**config.mk**
```make
export PLATFORM = sky130hd
export DESIGN_NAME = cpu_io_port
export DESIGN_NICKNAME = d
export VERILOG_FILES = /design/src/rtl/io_port_pkg.sv /design/src/rtl/cpu_io_port_sync_fifo.sv /design/src/rtl/cpu_io_port.sv
export SDC_FILE = /design/constraint.sdc
export NUM_CORES = 1
export LEC_CHECK = 0
export ABC_AREA = 1
export BUFFER_PORTS_ARGS = -buffer_cell sky130_fd_sc_hd__buf_2
export CELL_PAD_IN_SITES_DETAIL_PLACEMENT = 1
export CELL_PAD_IN_SITES_GLOBAL_PLACEMENT = 1
export CORE_ASPECT_RATIO = 2
export CORE_MARGIN = 2
export CORE_UTILIZATION = 40
export DETAILED_ROUTE_END_ITERATION = 7
export PLACE_DENSITY = 0.81
export SYNTH_ARGS = -nofsm -noshare
export SYNTH_HDL_FRONTEND = slang
export SYNTH_SLANG_ARGS = --single-unit
```
**constraint.sdc**
```tcl
create_clock -name clk_i -period 1.6 [get_ports clk_i]
set_clock_uncertainty 0.05 [all_clocks]
set_input_delay 0.4 -clock clk_i [delete_from_list [all_inputs] [get_ports clk_i]]
set_output_delay 0.4 -clock clk_i [all_outputs]
set_load 0.05 [all_outputs]
```
**src/rtl/io_port_pkg.sv**
```systemverilog
// ============================================================================
// Module      : io_port_pkg
// Description : Shared constants and helpers for the CPU accumulator I/O port:
//               default bus width and FIFO depths, the byte driven on the read
//               buses while a FIFO is empty, and the occupancy-count width
//               helper.
// Ports       : none (package)
// Config      : none
// Revision    : 1.0 - initial release
// ============================================================================
`default_nettype none

package io_port_pkg;

   localparam int DEF_DATA_W    = 8;
   localparam int DEF_IN_DEPTH  = 4;
   localparam int DEF_OUT_DEPTH = 4;

   // Value presented on aib_o / out_data_o whenever the backing FIFO is empty
   localparam logic [DEF_DATA_W-1:0] EMPTY_DATA = 8'h00;

   // An occupancy counter must represent 0..depth inclusive
   function automatic int cnt_width(input int depth);
      return $clog2(depth + 1);
   endfunction

endpackage

`default_nettype wire

```
**src/rtl/cpu_io_port_sync_fifo.sv**
```systemverilog
// ============================================================================
// Module      : sync_fifo
// Description : Single-clock first-word-fall-through FIFO. The head entry is
//               visible combinationally on o_head (EMPTY_DATA when empty).
//               A push while full is taken only if a pop happens on the same
//               edge; pops while empty are ignored.
// Ports       : clk, rst (async, active-high)
//               i_push, i_data  - write side
//               i_pop           - read side
//               o_head          - current head (zero-latency)
//               o_count         - occupancy 0..DEPTH
//               o_full, o_empty - status
// Config      : WIDTH, DEPTH (DEPTH a power of 2, >= 2)
// Revision    : 1.0 - initial release
// ============================================================================
`default_nettype none

module sync_fifo
   import io_port_pkg::*;
#(
   parameter int WIDTH = DEF_DATA_W,
   parameter int DEPTH = DEF_IN_DEPTH
) (
   input  logic                        clk,
   input  logic                        rst,
   input  logic                        i_push,
   input  logic [WIDTH-1:0]            i_data,
   input  logic                        i_pop,
   output logic [WIDTH-1:0]            o_head,
   output logic [cnt_width(DEPTH)-1:0] o_count,
   output logic                        o_full,
   output logic                        o_empty
);

   localparam int c_PTR_W = $clog2(DEPTH);
   localparam int c_CNT_W = cnt_width(DEPTH);

   logic [WIDTH-1:0]   r_mem [DEPTH];
   logic [c_PTR_W-1:0] r_wr_ptr;
   logic [c_PTR_W-1:0] r_rd_ptr;
   logic [c_CNT_W-1:0] r_count;
   logic               w_push;
   logic               w_pop;

   assign o_full  = (r_count == c_CNT_W'(DEPTH));
   assign o_empty = (r_count == '0);
   assign o_count = r_count;
   assign o_head  = o_empty ? WIDTH'(EMPTY_DATA) : r_mem[r_rd_ptr];

   assign w_pop  = i_pop & ~o_empty;
   // When full the write slot equals the read slot; it is free only if the
   // head leaves on this same edge.
   assign w_push = i_push & (~o_full | w_pop);

   // Pointers wrap naturally because DEPTH is a power of 2
   always_ff @(posedge clk or posedge rst) begin
      if (rst) begin
         r_wr_ptr <= '0;
         r_rd_ptr <= '0;
         r_count  <= '0;
      end else begin
         if (w_push) r_wr_ptr <= r_wr_ptr + c_PTR_W'(1);
         if (w_pop)  r_rd_ptr <= r_rd_ptr + c_PTR_W'(1);
         case ({w_push, w_pop})
            2'b10:   r_count <= r_count + c_CNT_W'(1);
            2'b01:   r_count <= r_count - c_CNT_W'(1);
            default: r_count <= r_count;
         endcase
      end
   end

   // Storage is not reset; stale contents are unreachable once pointers clear
   always_ff @(posedge clk) begin
      if (w_push) r_mem[r_wr_ptr] <= i_data;
   end

endmodule

`default_nettype wire

```
**src/rtl/cpu_io_port.sv**
```systemverilog
// ============================================================================
// Module      : cpu_io_port
// Description : CPU-side responder for the accumulator INP/OUT interface.
//               External producer bytes are buffered in an input FIFO read by
//               INP (aib_o); OUT writes (aob_i) are buffered in an output FIFO
//               drained by an external consumer. CPU accesses never stall:
//               dropped OUT writes set ovf_o, INP reads of an empty FIFO set
//               unf_o (both sticky, cleared by clr_i; a set wins over clear).
// Ports       : clk_i, rst_i (async, active-high)
//               inp_stb_i, aib_o          - CPU INP strobe / input bus
//               out_stb_i, aob_i          - CPU OUT strobe / accumulator
//               in_data_i, in_valid_i, in_ready_o    - external producer
//               out_data_o, out_valid_o, out_ready_i - external consumer
//               in_count_o, out_count_o   - FIFO occupancies
//               ovf_o, unf_o, clr_i       - sticky error flags and clear
//               loop_i                    - loopback select (option only)
// Config      : DATA_W, IN_DEPTH, OUT_DEPTH
//               IO_PORT_LOOPBACK_EN - adds loop_i; while high OUT writes go
//               into the input FIFO and the external producer is blocked.
// Revision    : 1.0 - initial release
// ============================================================================
`default_nettype none

module cpu_io_port
   import io_port_pkg::*;
#(
   parameter int DATA_W    = DEF_DATA_W,
   parameter int IN_DEPTH  = DEF_IN_DEPTH,
   parameter int OUT_DEPTH = DEF_OUT_DEPTH
) (
   input  logic                            clk_i,
   input  logic                            rst_i,
   input  logic                            inp_stb_i,
   output logic [DATA_W-1:0]               aib_o,
   input  logic                            out_stb_i,
   input  logic [DATA_W-1:0]               aob_i,
   input  logic [DATA_W-1:0]               in_data_i,
   input  logic                            in_valid_i,
   output logic                            in_ready_o,
   output logic [DATA_W-1:0]               out_data_o,
   output logic                            out_valid_o,
   input  logic                            out_ready_i,
   output logic [cnt_width(IN_DEPTH)-1:0]  in_count_o,
   output logic [cnt_width(OUT_DEPTH)-1:0] out_count_o,
   output logic                            ovf_o,
   output logic                            unf_o,
   input  logic                            clr_i
`ifdef IO_PORT_LOOPBACK_EN
   ,
   input  logic                            loop_i
`endif
);

   logic              w_loop;
   logic              w_in_full;
   logic              w_in_empty;
   logic              w_in_push;
   logic              w_in_pop;
   logic [DATA_W-1:0] w_in_wdata;
   logic              w_out_full;
   logic              w_out_empty;
   logic              w_out_push;
   logic              w_out_pop;
   logic              w_ovf_set;
   logic              w_unf_set;
   logic              r_ovf;
   logic              r_unf;

`ifdef IO_PORT_LOOPBACK_EN
   assign w_loop = loop_i;
`else
   assign w_loop = 1'b0;
`endif

   // Input side: no pop bypass, so a full FIFO refuses pushes even when an
   // INP pops on the same edge. The loopback path obeys the same rule.
   assign in_ready_o = ~w_in_full & ~w_loop;
   assign w_in_pop   = inp_stb_i & ~w_in_empty;
   assign w_in_push  = w_loop ? (out_stb_i & ~w_in_full) : (in_valid_i & in_ready_o);
   assign w_in_wdata = w_loop ? aob_i : in_data_i;

   // Output side: a same-edge drain makes room for an OUT write
   assign out_valid_o = ~w_out_empty;
   assign w_out_pop   = out_ready_i & ~w_out_empty;
   assign w_out_push  = out_stb_i & ~w_loop & (~w_out_full | w_out_pop);

   assign w_ovf_set = out_stb_i & (w_loop ? w_in_full : ~w_out_push);
   assign w_unf_set = inp_stb_i & w_in_empty;

   sync_fifo #(
      .WIDTH (DATA_W),
      .DEPTH (IN_DEPTH)
   ) u_in_fifo (
      .clk     (clk_i),
      .rst     (rst_i),
      .i_push  (w_in_push),
      .i_data  (w_in_wdata),
      .i_pop   (w_in_pop),
      .o_head  (aib_o),
      .o_count (in_count_o),
      .o_full  (w_in_full),
      .o_empty (w_in_empty)
   );

   sync_fifo #(
      .WIDTH (DATA_W),
      .DEPTH (OUT_DEPTH)
   ) u_out_fifo (
      .clk     (clk_i),
      .rst     (rst_i),
      .i_push  (w_out_push),
      .i_data  (aob_i),
      .i_pop   (w_out_pop),
      .o_head  (out_data_o),
      .o_count (out_count_o),
      .o_full  (w_out_full),
      .o_empty (w_out_empty)
   );

   // Sticky flags: a new event outranks a clear on the same edge
   always_ff @(posedge clk_i or posedge rst_i) begin
      if (rst_i) begin
         r_ovf <= 1'b0;
         r_unf <= 1'b0;
      end else begin
         if (w_ovf_set)  r_ovf <= 1'b1;
         else if (clr_i) r_ovf <= 1'b0;
         if (w_unf_set)  r_unf <= 1'b1;
         else if (clr_i) r_unf <= 1'b0;
      end
   end

   assign ovf_o = r_ovf;
   assign unf_o = r_unf;

endmodule

`default_nettype wire

```
==> impl_metrics.csv <==
group,metric,value,unit
outcome,status,"finished with violations",
outcome,violations,"setup timing",
floorplanning,row_count,50,
setup_path,ff2ff_path_depth,11,
yosys,syn_inst,375,
floorplanning,die_y,141,um
setup_path,crit_arrival,1490,ps
run,maxCapViolCount,0,
timing,drv_slew,0,
setup_path,path_max_fanout,17,
global_routing,antenna_found_initial,0,
final_layout,drive_gt1_share,49.0,%
route,drt_iter0_drc,153,
timing,finalHoldViolCount,0,
clock_network,cts_tree,"built",
timing,period_share,121,%
route,dr.pass1.iters,4,
yosys,syn_nets,410,
timing,grt_setup_unrepaired,"yes",
setup_path,required,1150,ps
route,avgRoutedWirePerCell,16.6,um
global_routing,grt_pass1_vias,3306,
setup_path,critPathCaptureType,"primary output",
power,p_leak,2.57,nW
setup_path,reg2reg_from,"u_out_fifo.o_count[0]$_DFFE_PP0P_",
power,peakVddDrop,0.00135,V
hold_path,worstHoldPathType,"input port to async pin",
yosys,ys_seq_area_share,62.0,%
final_layout,stdcell_area,5710,sq um
route,drc,0,
final_layout,mostFrequentLayoutCell,"inv_1",
global_routing,gr-total-overflow,0,
final_layout,area_growth_syn_to_layout,52.4,%
clock_network,clk-insertion-delay-late,340,ps
place,dp.cells,559,
timing,fmax,516,MHz
clock_network,cts.sinks,80,
route,route.antenna.remaining_nets,0,
setup_path,critical_path_buf_inv_count,3,
place,dp.final_hpwl,6.74,mm
timing,max_slew_margin,53.3,%
global_routing,track_usage,21.2,%
route,wl,9.85,mm
global_routing,grt_start_max_net_pins,18,
yosys,ys_ff_latch,80,
yosys,synth.avg_cell_area,9.99,sq um
final_layout,fin_cells,592,
timing,period_needed,1940,ps
clock_network,root_buffer,"clkbuf_16",
power,total_power,0.0131,W
floorplanning,dieArea,10200,sq um
route,viasPerCell,4.78,
place,io_buffer_count,48,
clock_network,cts_buffers,9,
place,gp_congestion,0.833,
route,vias,2832,
final_layout,final_core_util,61.6,%
setup_path,cpMostUsedCell,"buf_6",
floorplanning,ios,49,
clock_network,htree_num_levels,3,
final_layout,final_cell_mix,"inv_1 (84), edfxtp_1 (64), nand2_1 (63), buf_4 (34), buf_2 (29)",
clock_network,cts_buffer_depth,2,
setup_path,reg2reg_slack,-230,ps
global_routing,grt_first_pass_wirelength,16.1,mm
yosys,syn-cell-area,3740,sq um
clock_network,clkTransAtPathRegs,60,ps
place,dpl-instance-area,4740,sq um
timing,finalWorstSetupSlack,-337,ps
setup_path,crit_type,"flop to primary output",
floorplanning,die_w,72.4,um
final_layout,antenna_cells,0,
timing,worst_slew_pin_slew,699,ps
timing,setup_viol,23,
floorplanning,initial_core_util,40.4,%
place,dp_slack,-258,ps
final_layout,nNetsFinal,518,
setup_path,max_stage_delay,450,ps
setup_path,r2r-end,"u_out_fifo.o_count[2]$_DFFE_PP0P_",
setup_path,cp_top_family,"flip-flops",
setup_path,crit_start,"u_out_fifo.r_rd_ptr[0]$_DFFE_PP0P_",
yosys,synth_warnings,0,
setup_path,slowest_stage,"dfrtp_2",
power,p_per_area,2300,nW/um^2
floorplanning,core,9260,sq um
setup_path,cp-start-kind,"flop",
yosys,netlist-cell-type-count,21,
setup_path,worstPathCellList,"buf_6 > inv_8 > nand2_1 > nand3_2 > a21oi_4 > buf_6",
[power breakdown]
part           total [W]  switching (W)  internal (W)
clock            0.00185       0.000808       0.00104
combinational    0.00815        0.00484       0.00331
sequential       0.00309       0.000291       0.00280
total             0.0131        0.00594       0.00716
[cells in the mapped netlist, drive strengths merged]
| library cell | n | area share (%) |
|---|---|---|
| ha | 10 | 3.3 |
| nor2 | 10 | 1.0 |
| a21oi | 16 | 2.3 |
| clkbuf | 1 | 0.20 |
| nand4 | 2 | 0.33 |
| inv | 98 | 10 |
| xnor2 | 4 | 0.94 |
| edfxtp | 64 | 51 |
| o21ai | 6 | 0.80 |
| nand2 | 96 | 10 |
| nand3 | 42 | 6.0 |
| clkinv | 1 | 0.10 |
| dfrtp | 16 | 11 |
| fa | 2 | 1.1 |
| buf | 7 | 1.8 |
[worst max path at each step]
| stage | to | slack [ps] | cells past startpoint |
|---|---|---|---|
| after floorplan | out_data_o[0] | -360 | 4 |
| after global placement | u_out_fifo.o_count[2]$_DFFE_PP0P_ | -170 | 11 |
| after detailed placement | u_out_fifo.o_count[2]$_DFFE_PP0P_ | -260 | 10 |
| after CTS | out_data_o[3] | -340 | 6 |
| after global routing | out_data_o[2] | -390 | 6 |
| final | out_data_o[3] | -340 | 6 |
[routing by layer]
metal,global-route usage [%],vias to the layer above,share of wire [%]
met4,11.4,0,3.5
met2,42.3,52,63
met1,18.8,1379,31
met3,3.72,23,2.3
met5,0,-,0
li1,-,1378,-
[flip-flops by register name (all words and copies together) (netlist names)]
| signal | count |
|---|---|
| u_in_fifo.o_count | 3 |
| u_out_fifo.o_count | 3 |
| u_out_fifo.r_mem | 32 |
| ovf_o | 1 |
| u_out_fifo.r_rd_ptr | 2 |
| u_in_fifo.r_mem | 32 |
| u_in_fifo.r_wr_ptr | 2 |
| u_out_fifo.r_wr_ptr | 2 |
| u_in_fifo.r_rd_ptr | 2 |
| unf_o | 1 |
[what timing repair did]
action	4_1_cts	5_1_grt
setup endpoints to repair	30	43
gates cloned	2	0
gates resized for setup	114	32
hold buffers	0	0
endpoints found under the hold margin	0	0
setup buffers	13	4
pin swaps	26	14
[worst register-to-register path, stage by stage, from the launching register on]
cell and delay [ps]:
dfrtp_2 430, nor2_4 200, buf_6 140, nand2_4 50, nand2_4 80, ha_4 150
inv_4 40, fa_2 350, nand2_2 90, nand3_2 60, nand2_1 60, nand2_1 40
[final cells by class]
class / count / area (sq um)
fill: 940 / 3550
tap: 104 / 130
sequential: 80 / 2330
timing repair inverter: 1 / 16.3
clock inverter: 7 / 47.5
clock buffer: 9 / 225
inverter: 99 / 434
multi-input combinational: 188 / 1530
timing repair buffer: 104 / 988
[cells by family (layout without fill, tap and decap cells)]
family                     after synthesis  in the layout  share of synthesized area [%]
and+or+nand+nor                        150            150                           17.3
buffers and inverters                  107            220                           12.2
DFF                                     80             80                           62.0
adders and majority gates               12             12                           4.41
AOI/OAI and AO/OA                       22             22                           3.14
xor gates and xnor gates                 4              4                          0.935
[per-stage QoR]
stage               TNS (ps)  hold slack [ps]
finish                 -6070              110
global route           -7370              163
CTS                    -6110              128
detailed placement     -2080              481
global placement       -1350              460
floorplan              -7860              263
Power figures use the tool's default switching activity.
